==> src/rtl/alu_bank_responder_if.sv <==
// alu_bank_responder_if: command/response packet types and the banked packet bundle.
package alu_bank_responder_pkg;
   typedef enum logic [1:0] {NOP = 2'b00, ADD = 2'b01, SUB = 2'b10, INVALID = 2'b11} command_names_t;
   typedef enum logic [1:0] {NO_RESPONSE = 2'b00, SUCCESS = 2'b01, OVERFLOW = 2'b10, INVALID_COMMAND = 2'b11} response_names_t;
   typedef struct packed {
      command_names_t command;
      logic [31:0]    data1;
      logic [31:0]    data2;
   } input_packet_t;
   typedef struct packed {
      logic [31:0]     data;
      response_names_t response;
   } output_packet_t;
endpackage

interface alu_bank_responder_if #(
   parameter int NUM_BANKS = 4
);
   import alu_bank_responder_pkg::*;
   input_packet_t  input_packet  [NUM_BANKS];
   output_packet_t output_packet [NUM_BANKS];
   modport master (output input_packet, input output_packet);
   modport slave  (input input_packet, output output_packet);
endinterface

==> src/rtl/alu_bank_responder.sv <==
// alu_bank_responder: per-bank command FSMs sharing one 32-bit add/sub unit.
// Define ALU_FIXED_PRIORITY_EN for lowest-index-wins arbitration instead of round-robin.
module alu_bank_responder
   import alu_bank_responder_pkg::*;
#(
   parameter int NUM_BANKS = 4
) (
   input  logic                clock,
   input  logic                reset,
   alu_bank_responder_if.slave bus
);
   localparam int PW = $clog2(NUM_BANKS);
   typedef enum logic [1:0] {IDLE, PENDING, EXEC, RESP} state_t;
   state_t               r_state     [NUM_BANKS];
   state_t               w_state_nxt [NUM_BANKS];
   logic [NUM_BANKS-1:0] r_armed;
   logic [NUM_BANKS-1:0] w_accept;
   command_names_t       r_cmd [NUM_BANKS];
   logic [31:0]          r_d1  [NUM_BANKS];
   logic [31:0]          r_d2  [NUM_BANKS];
   logic                 w_gnt_vld;
   logic                 w_exec_vld;
   logic                 w_sub;
   logic                 w_ovf;
   logic [PW-1:0]        w_gnt;
   logic [PW-1:0]        w_exec;
   logic [31:0]          w_a;
   logic [31:0]          w_b;
   logic [31:0]          w_sum;
   logic [31:0]          r_alu_data;
   response_names_t      r_alu_rsp;

`ifdef ALU_FIXED_PRIORITY_EN
   always_comb begin
      w_gnt_vld = 1'b0;
      w_gnt     = '0;
      for (int k = NUM_BANKS - 1; k >= 0; k--) begin
         if (r_state[k] == PENDING) begin
            w_gnt_vld = 1'b1;
            w_gnt     = PW'(k);
         end
      end
   end
`else
   logic [PW-1:0] r_ptr;
   logic [PW-1:0] w_cand;
   // Scan downward from the farthest candidate so the one nearest the pointer wins.
   always_comb begin
      w_gnt_vld = 1'b0;
      w_gnt     = '0;
      w_cand    = '0;
      for (int k = NUM_BANKS - 1; k >= 0; k--) begin
         w_cand = PW'((int'(r_ptr) + k) % NUM_BANKS);
         if (r_state[w_cand] == PENDING) begin
            w_gnt_vld = 1'b1;
            w_gnt     = w_cand;
         end
      end
   end
   always_ff @(posedge clock) begin
      if (!reset)
         r_ptr <= '0;
      else if (w_gnt_vld)
         r_ptr <= (w_gnt == PW'(NUM_BANKS - 1)) ? '0 : w_gnt + 1'b1;
   end
`endif

   always_comb begin
      for (int k = 0; k < NUM_BANKS; k++) begin
         w_state_nxt[k] = r_state[k];
         w_accept[k]    = r_state[k] == IDLE && r_armed[k] && bus.input_packet[k].command != NOP;
         case (r_state[k])
            IDLE:    w_state_nxt[k] = w_accept[k] ? PENDING : IDLE;
            PENDING: w_state_nxt[k] = (w_gnt_vld && w_gnt == PW'(k)) ? EXEC : PENDING;
            EXEC:    w_state_nxt[k] = RESP;
            default: w_state_nxt[k] = IDLE;
         endcase
      end
   end

   always_ff @(posedge clock) begin
      for (int k = 0; k < NUM_BANKS; k++)
         r_state[k] <= !reset ? IDLE : w_state_nxt[k];
   end

   // At most one bank is in EXEC per cycle, so it alone drives the shared unit.
   always_comb begin
      w_exec_vld = 1'b0;
      w_exec     = '0;
      for (int k = 0; k < NUM_BANKS; k++) begin
         if (r_state[k] == EXEC) begin
            w_exec_vld = 1'b1;
            w_exec     = PW'(k);
         end
      end
   end

   assign w_a   = r_d1[w_exec];
   assign w_b   = r_d2[w_exec];
   assign w_sub = r_cmd[w_exec] == SUB;
   assign w_sum = w_sub ? w_a - w_b : w_a + w_b;
   assign w_ovf = (w_a[31] == (w_b[31] ^ w_sub)) && (w_sum[31] != w_a[31]);

   always_ff @(posedge clock) begin
      for (int k = 0; k < NUM_BANKS; k++) begin
         if (w_accept[k]) begin
            r_cmd[k] <= bus.input_packet[k].command;
            r_d1[k]  <= bus.input_packet[k].data1;
            r_d2[k]  <= bus.input_packet[k].data2;
         end
      end
   end

   always_ff @(posedge clock) begin
      if (!reset) begin
         r_armed    <= '1;
         r_alu_data <= '0;
         r_alu_rsp  <= NO_RESPONSE;
         for (int k = 0; k < NUM_BANKS; k++) begin
            bus.output_packet[k].data     <= '0;
            bus.output_packet[k].response <= NO_RESPONSE;
         end
      end else begin
         for (int k = 0; k < NUM_BANKS; k++) begin
            if (bus.input_packet[k].command == NOP)
               r_armed[k] <= 1'b1;
            else if (w_accept[k])
               r_armed[k] <= 1'b0;
            bus.output_packet[k].response <= (r_state[k] == RESP) ? r_alu_rsp : NO_RESPONSE;
            if (r_state[k] == RESP && r_alu_rsp != INVALID_COMMAND)
               bus.output_packet[k].data <= r_alu_data;
         end
         if (w_exec_vld) begin
            r_alu_data <= w_sum;
            r_alu_rsp  <= (r_cmd[w_exec] == INVALID) ? INVALID_COMMAND : w_ovf ? OVERFLOW : SUCCESS;
         end
      end
   end
endmodule

==> src/flat_wrapper.sv <==
// flat-port wrapper written by rule: the top's interface ports become plain ports
module alu_bank_responder_flat import alu_bank_responder_pkg::*;
#(
   parameter int NUM_BANKS = 4
)
  (clock, reset, bus_input_packet, bus_output_packet);
  alu_bank_responder_if #(.NUM_BANKS(NUM_BANKS)) bus_i ();
  input  logic clock;
  input  logic reset;
  input wire logic [$bits(bus_i.input_packet)-1:0] bus_input_packet;
  output wire logic [$bits(bus_i.output_packet)-1:0] bus_output_packet;
  assign bus_i.input_packet = {>>{bus_input_packet}};
  assign bus_output_packet = {>>{bus_i.output_packet}};
  alu_bank_responder #(.NUM_BANKS(NUM_BANKS)) u_core (.clock(clock), .reset(reset), .bus(bus_i));
endmodule
==> config.mk <==
export PLATFORM = sky130hd
export DESIGN_NAME = alu_bank_responder_flat
export DESIGN_NICKNAME = d
export VERILOG_FILES = /design/src/rtl/alu_bank_responder_if.sv /design/src/rtl/alu_bank_responder.sv /design/src/flat_wrapper.sv
export SDC_FILE = /design/constraint.sdc
export NUM_CORES = 1
export LEC_CHECK = 0
export BUFFER_PORTS_ARGS = -buffer_cell sky130_fd_sc_hd__clkbuf_2
export CORE_ASPECT_RATIO = 0.5
export CORE_MARGIN = 5
export CORE_UTILIZATION = 49
export CTS_CLUSTER_DIAMETER = 80
export DETAILED_ROUTE_END_ITERATION = 16
export GPL_TIMING_DRIVEN = 0
export HOLD_SLACK_MARGIN = 0.05
export PLACE_DENSITY = 0.83
export SLEW_MARGIN = 0
export SYNTH_ARGS = -nofsm -noshare
export SYNTH_HDL_FRONTEND = slang
export SYNTH_SLANG_ARGS = --single-unit
==> constraint.sdc <==
create_clock -name clock -period 7.5 [get_ports clock]
set_clock_uncertainty 0.15 [all_clocks]
set_input_delay 2.25 -clock clock [delete_from_list [all_inputs] [get_ports clock]]
set_output_delay 2.25 -clock clock [all_outputs]
set_load 0.02 [all_outputs]
==> results of run 1 <==
[logic make-up (layout without fill, tap and decap cells)]
kind of cell / after synthesis / after routing / share of synthesized area
xor+xnor: 57 / 57 / 0.02702
other cells: 0 / 5 / 0
flops: 450 / 450 / 0.6138
mux: 7 / 7 / 0.004614
buf+inv: 131 / 617 / 0.02966
compound gates: 477 / 477 / 0.1695
fa+ha+maj: 37 / 37 / 0.02478
simple gates: 533 / 533 / 0.1306
[per-layer routing]
metal | up-vias | GRT usage | wire length (µm)
met5 | - | 0 | 0
met2 | 844 | 0.4466 | 29030
li1 | 7085 | - | -
met3 | 145 | 0.04321 | 5074
met1 | 7297 | 0.3460 | 23250
met4 | 0 | 0.1026 | 2266
[worst paths after layout]
path	cells after the start	endpoint	from	slack (ns)
worst max-delay path	19	u_core.r_alu_data[29]$_SDFFE_PN0P_	u_core.r_state[3][0]$_SDFF_PN0_	0.55
worst min-delay path	2	u_core.bus.output_packet[117]$_SDFFE_PN0P_	u_core.bus.output_packet[117]$_SDFFE_PN0P_	0.31
worst max register to register	19	u_core.r_alu_data[29]$_SDFFE_PN0P_	u_core.r_state[3][0]$_SDFF_PN0_	0.55
worst min register to register	2	u_core.bus.output_packet[117]$_SDFFE_PN0P_	u_core.bus.output_packet[117]$_SDFFE_PN0P_	0.31
[layout make-up]
cell class	instances	area [µm²]
timing repair buffer	414	2290
buffer	100	446.7
antenna	5	12.51
multi-input combinational	1111	6808
fill	3106	15330
clock inverter	18	96.34
clock buffer	54	1125
sequential	450	11650
tap	530	663.1
inverter	31	116.4
[tightest hold or removal path, stage by stage (launching register included)]
cell and delay [ns]:
dfxtp_1 0.31, nand2_1 0.04, a21boi_0 0.06
[through the flow]
step / power [mW] / area [µm²] / util
3_3_place_gp: 7.647 / 21670 / 0.5622
5_1_grt: 10.40 / 23210 / 0.6022
2_1_floorplan: 6.346 / 19000 / -
3_5_place_dp: 7.838 / 21970 / 0.5702
6_report: 9.948 / 23210 / 0.6022
4_1_cts: 9.796 / 23200 / 0.6018
[sequential cells by signal, indices dropped and copies added (netlist names), named ones only]
register                  count
u_core.r_state                8
u_core.r_ptr                  2
u_core.bus.output_packet    136
u_core.r_cmd                  8
u_core.r_armed                4
u_core.r_d1                 128
u_core.r_d2                 128
u_core.r_alu_rsp              2
u_core.r_alu_data            32
[cell usage in the layout (no fill, tap or decap), types with 9 or more instances in the layout]
cell type	n
a21boi_0	135
a21o_1	19
a21oi_1	87
a31oi_1	18
and2_1	26
and3_1	9
clkbuf_1	84
clkbuf_16	41
clkbuf_2	401
clkinv_2	13
dfxtp_1	186
edfxtp_1	264
ha_1	36
inv_1	30
nand2_1	334
nand2b_1	12
nand3_1	22
nor2_1	44
nor2b_1	19
nor3b_1	16
o21ai_0	54
o221a_2	13
o22ai_1	86
xnor2_1	31
xor2_1	25
[power groups by stage]
stage / sequential, mW / combinational [mW] / clock, mW
CTS: 3.40 / 4.41 / 1.98
global route: 3.45 / 4.87 / 2.09
detailed placement: 3.45 / 4.38 / 0
floorplan: 3.38 / 2.97 / 0
finish: 3.42 / 4.57 / 1.97
global placement: 3.50 / 4.15 / 0
==> out/results.ini, run 1 <==
[status]
status = completed

[pwr]
intPower_mw = 5.894
pwr-share-seq = 0.343
p_clk_frac = 0.198
swShare = 0.4075
p_switching_mw = 4.054
p_per_area_nw_per_um2 = 428.6
p_leak_nw = 8.970
ir_drop_mv = 0.2729
p_comb_frac = 0.459

[floorplan]
core_area_um2 = 38540
io_pins = 402
fp.dieH_um = 149.2
die_x_um = 288.4
num_rows = 51
dieArea_um2 = 43020
start_util = 0.4925

[clock_network]
cts_buffer_depth = 3
tritoncts = yes
ctsHoldBuffers = 0
cts_root_buf = clkbuf_16
clk_latency_ns = 0.54
cts_sinks = 450
htree_levels = 2
ctsResizeCount = 0
postCtsSetupBuffers = 0
cts_made_buffers = 40
clk_pin_slew_ns = 0.07

[synth]
synth.area.top_cells = edfxtp_1 (42%), dfxtp_1 (20%), nand2_1 (6.6%)
avgSynthCellArea_um2 = 11.22
synth_nets = 1995
synthTopCellsByCount = nand2_1 (334), edfxtp_1 (264), dfxtp_1 (186), a21boi_0 (135), a21oi_1 (87)
ys_ff_latch = 450
synth-main-ff-cell = edfxtp_1
synth_edf_count = 264
yosys.area.top_type_share = 0.4176
ys_seq_area_frac = 0.6138
syn-cell-area_um2 = 18980
synth.largest_area_cell = edfxtp_1
synthDistinctLibCells = 78
ys_warn_count = 0
yosysMostFrequentCell = nand2_1
async_flop_share = 0
syn_inst = 1692

[grt]
grt_start_max_net_pins = 61
grt_pass1_wl_um = 87130
grt_overflow = 0
antenna_found_initial = 5
track_usage = 0.2646
grt_pass1_vias = 14850

[routing]
viasPerCell = 5.666
wl_um = 59620
first_iter_violations = 1801
vias = 15370
drt_first_pass_iters = 6
drcViolationCount = 0
antenna_left = 0
route.detailed.wl_per_inst_um = 21.97

[sta]
worst_slack_ns = 0.5550
finalSetupTns_ns = 0
hold_viol_final = 0
max_freq_mhz = 144.0
fin_crit_sh = 0.9260
rsz0062_at_grt = false
holdWs_ns = 0.3120
setup_viol = 0
relSlewSlack = 0.2549
tightest_slew_ns = 1.090
fin_crit_ns = 6.945
slew_violations = 0

[setup_path]
max_stage_delay_ns = 0.98
worstPathArrival_ns = 7.23
crit_path_cell_trace = clkbuf_1 -> nor2b_1 -> clkbuf_1 -> a311oi_1 -> a21o_1 -> nor2b_1 -> clkbuf_1 -> clkbuf_1 -> nor2_1 -> xnor2_1 -> ha_1 -> and4_1 -> a221o_1 -> a21oi_1 -> a211o_1 -> o21bai_1 -> a2111oi_0 -> mux2i_1 -> nand2_1
crit_family = compound AO/OA/AOI/OAI gates
startpoint_type = register
cp-end-kind = register
cp_common_cell = clkbuf_1
cp.required_ns = 7.78
crit_path_max_fanout = 10
path_class = reg2reg
slowest_stage = a2111oi_0
path_buf_inv = 4

[job]
maxCapViolations = 0

[finish]
fin_nets = 2451
fin_cells = 2713
drive_gt1_frac = 0.2424
area_growth_pct = 22.26

[place]
dp_cells = 2636
gp_congestion = 0.9317
dp_slack_ns = 0.9196
port_buffers = 401
hpwl_um = 45090

[min_path]
holdCritPathClass = reg2reg

Power figures use the tool's default switching activity.
==> run 2, diff against run 1 <==
Settings changed: ABC_AREA from default to 1, CORE_UTILIZATION 49 to 50, PLACE_DENSITY 0.83 to 0.84.
==> run 2 against run 1 <==
Net effect:
- die area grew 0.15%
- register-to-register slack better by 1.6 ns
- area after synthesis grew 2.2%
- clock-buffer cell count fell by 5
- routed wire length up 7.2%
- cell count rose by 11%
- cell area up 2.5%
- global-route usage increased by 2.2 points
- first-iteration DRC count increased by 23%
- synthesized cell count is 18% higher
==> out/results.ini, run 2 <==
[grt]
grt_overflow = 0  ; unchanged
gr-usage-met3 = 0.05420  ; +0.01099
grt_pass1_vias = 16370  ; +10%
gr-usage-met1 = 0.3774  ; +0.03138
use_met2 = 0.4672  ; +0.02057
grt_start_max_net_pins = 29  ; -52%
antenna_found_initial = 3  ; -2
grt_pass1_wl_um = 94620  ; +8.6%
track_usage = 0.2862  ; +0.02155
grt-busiest-layer = met2

[place]
gp_congestion = 0.9602  ; +3.1%
port_buffers = 401  ; unchanged
dp_cells = 2943  ; +12%
place_area_um2 = 22370  ; +1.8%
hpwl_um = 48340  ; +7.2%

[setup_path]
regToRegStartpoint = u_core.r_state[1][1]$_SDFF_PN0_
r2r_end = u_core.r_alu_rsp[0]$_SDFFE_PN0P_
r2r_slack_ns = 2.16  ; +1.60 ns
path_class = reg2reg
setup.worst_path.start = u_core.r_state[1][1]$_SDFF_PN0_
crit_path_max_fanout = 10  ; unchanged
worst-r2r-cell-count = 25  ; +6
worstPathArrival_ns = 5.66  ; -1.57 ns
critPathCapture = u_core.r_alu_rsp[0]$_SDFFE_PN0P_
cp.required_ns = 7.81  ; +0.03 ns
cp-end-kind = register
startpoint_type = register

[synth]
synth_edf_count = 264  ; unchanged
muxShareOfSynthArea = 0  ; -0.004614
synth_top_family_by_area = simple AND/OR/NAND/NOR gates
synth-compound-area-share = 0.1319  ; -0.03757
synth-main-ff-cell = edfxtp_1
synth_fa_ha_area_frac = 0.02425  ; -0.0005338
yosysMostFrequentCell = nor2_1
synthSimpleGateAreaFrac = 0.1688  ; +0.03820
synth.area.top_cells = edfxtp_1 (41%), dfxtp_1 (19%), nor2_1 (7.5%)
synthDistinctLibCells = 57  ; -27%
ys_seq_area_frac = 0.6005  ; -0.01322
synthTopCellsByCount = nor2_1 (390), edfxtp_1 (264), o21ai_0 (221), nand2_1 (195), dfxtp_1 (186)
ys_ff_latch = 450  ; unchanged
avgSynthCellArea_um2 = 9.730  ; -13%
syn-cell-area_um2 = 19400  ; +2.2%
async_flop_share = 0  ; unchanged
synth_nets = 2297  ; +15%
ys_warn_count = 0  ; unchanged
synthXorXnorAreaFrac = 0.02302  ; -0.004000
synth.largest_area_cell = edfxtp_1
syn_inst = 1994  ; +18%
yosys.area.top_type_share = 0.4086  ; -0.008995

[routing]
drcViolationCount = 0  ; unchanged
route.detailed.wl_per_inst_um = 21.17  ; -3.7%
wl_um = 63890  ; +7.2%
viasPerCell = 5.642  ; -0.42%
antenna_left = 0  ; unchanged
first_iter_violations = 2220  ; +23%
drt_first_pass_iters = 7  ; +1
vias = 17030  ; +11%

[sta]
tightest_slew_ns = 0.7937  ; -0.2958 ns
slew_violations = 0  ; unchanged
setup_viol = 0  ; unchanged
hold_viol_final = 0  ; unchanged
relSlewSlack = 0.4669  ; +0.2120
fin_crit_ns = 5.344  ; -1.601 ns
finalSetupTns_ns = 0  ; unchanged
rsz0062_at_grt = false
fin_crit_sh = 0.7125  ; -0.2135
max_freq_mhz = 187.1  ; +30%

[job]
maxCapViolations = 0  ; unchanged

[finish]
stdcell_area_um2 = 23780  ; +2.5%
multi_input_area_um2 = 6805  ; about the same
n_fill_cell = 3113  ; +0.23%
fin_cells = 3018  ; +11%
seqCellArea_um2 = 11650  ; unchanged
mostFrequentLayoutCells = clkbuf_2 (401), nor2_1 (389), edfxtp_1 (264)
mostFrequentLayoutCell = clkbuf_2
top_register = u_core.bus.output_packet
drive_gt1_frac = 0.2249  ; -0.01747
largest_register_ffs = 136  ; unchanged
fin_nets = 2759  ; +13%
reg_top3 = u_core.bus.output_packet: 136 flops, u_core.r_d1: 128 flops, u_core.r_d2: 128 flops
area_growth_pct = 22.57

[floorplan]
num_rows = 51  ; unchanged
start_util = 0.5025  ; +0.01001
io_pins = 402  ; unchanged
fp.dieH_um = 149.3  ; about the same
dieArea_um2 = 43080  ; +0.15%
die_x_um = 288.6  ; about the same
core_area_um2 = 38610  ; +0.17%

[clock_network]
tritoncts = yes
cts_buffer_depth = 3  ; unchanged
clk_latency_ns = 0.56  ; +0.02 ns
ctsHoldBuffers = 0  ; unchanged
clk_pin_slew_ns = 0.07  ; about the same
cts_root_buf = clkbuf_16
cts_sinks = 450  ; unchanged
ctsResizeCount = 0  ; unchanged
htree_levels = 2  ; unchanged
cts_made_buffers = 41  ; +2.5%
postCtsSetupBuffers = 0  ; unchanged

[min_path]
holdCritPathClass = reg2reg

[status]
status = completed

[run 2: worst min-delay path by stage]
stage	cells past startpoint	end	slack, ns	startpoint
finish	1	u_core.r_armed[2]$_SDFFE_PP1P_	0.32	u_core.r_armed[2]$_SDFFE_PP1P_
global route	1	u_core.r_armed[2]$_SDFFE_PP1P_	0.35	u_core.r_armed[2]$_SDFFE_PP1P_
CTS	1	u_core.r_armed[2]$_SDFFE_PP1P_	0.32	u_core.r_armed[2]$_SDFFE_PP1P_
detailed placement	1	u_core.r_armed[2]$_SDFFE_PP1P_	0.31	u_core.r_armed[2]$_SDFFE_PP1P_
global placement	1	u_core.r_armed[2]$_SDFFE_PP1P_	0.30	u_core.r_armed[2]$_SDFFE_PP1P_
floorplan	1	u_core.r_armed[2]$_SDFFE_PP1P_	0.29	u_core.r_armed[2]$_SDFFE_PP1P_
[run 2: critical path, stage by stage (launching register included)]
cell     delay [ns]
dfxtp_1        0.48
inv_2          0.09
nor2_4         0.12
buf_2          0.29
nand4_1        0.15
nand4_1        0.26
ha_1           0.25
nand4_2        0.17
nor2_2         0.16
nand2_2        0.10
nor2_4         0.13
nand3_1        0.14
o21ai_2        0.19
xor2_1         0.49
ha_1           0.38
a21o_1         0.21
a31oi_1        0.16
nor2_1         0.06
nor3_1         0.34
nand2_1        0.11
a31oi_1        0.25
nand3_1        0.14
nand3_1        0.11
nand3_1        0.16
nand2_1        0.11
inv_1          0.04
[run 2: area by class of cell]
class,count,share of cell area
flip-flops and latches,450,0.4900
well taps,530,0.02789
clock buffers,49,0.04614
clock inverters,23,0.01284
repair buffers,419,0.09476
multi-input cells,1302,0.2862
plain buffers,93,0.01842
inverters,149,0.02352
diodes,3,0.0003157
[run 2: logic make-up after synthesis]
logic type / Yosys count
xor gates and xnor gates: 51
AOI/OAI and AO/OA: 465
DFF: 450
and+or+nand+nor: 749
buffers and inverters: 242
adders and majority gates: 37
[run 2: metrics by stage]
step | hold slack [ns] | utilization | setup slack, ns
2_1_floorplan | 0.2898 | - | 0.8888
3_3_place_gp | 0.2978 | 0.5722 | -1.972
3_5_place_dp | 0.3105 | 0.5795 | 2.408
4_1_cts | 0.3247 | 0.6158 | 2.392
5_1_grt | 0.3522 | 0.6160 | 1.820
6_report | 0.3215 | 0.6160 | 2.156
[run 2: routing by layer]
layer,part of all wire,vias to the layer above
li1,-,7778
met1,0.39,7967
met2,0.46,1057
met3,0.097,226
met4,0.053,0
met5,0,-
Power of run 2 is not shown: default switching activity piles up to over one toggle a cycle in this logic, so the estimate is an artifact.
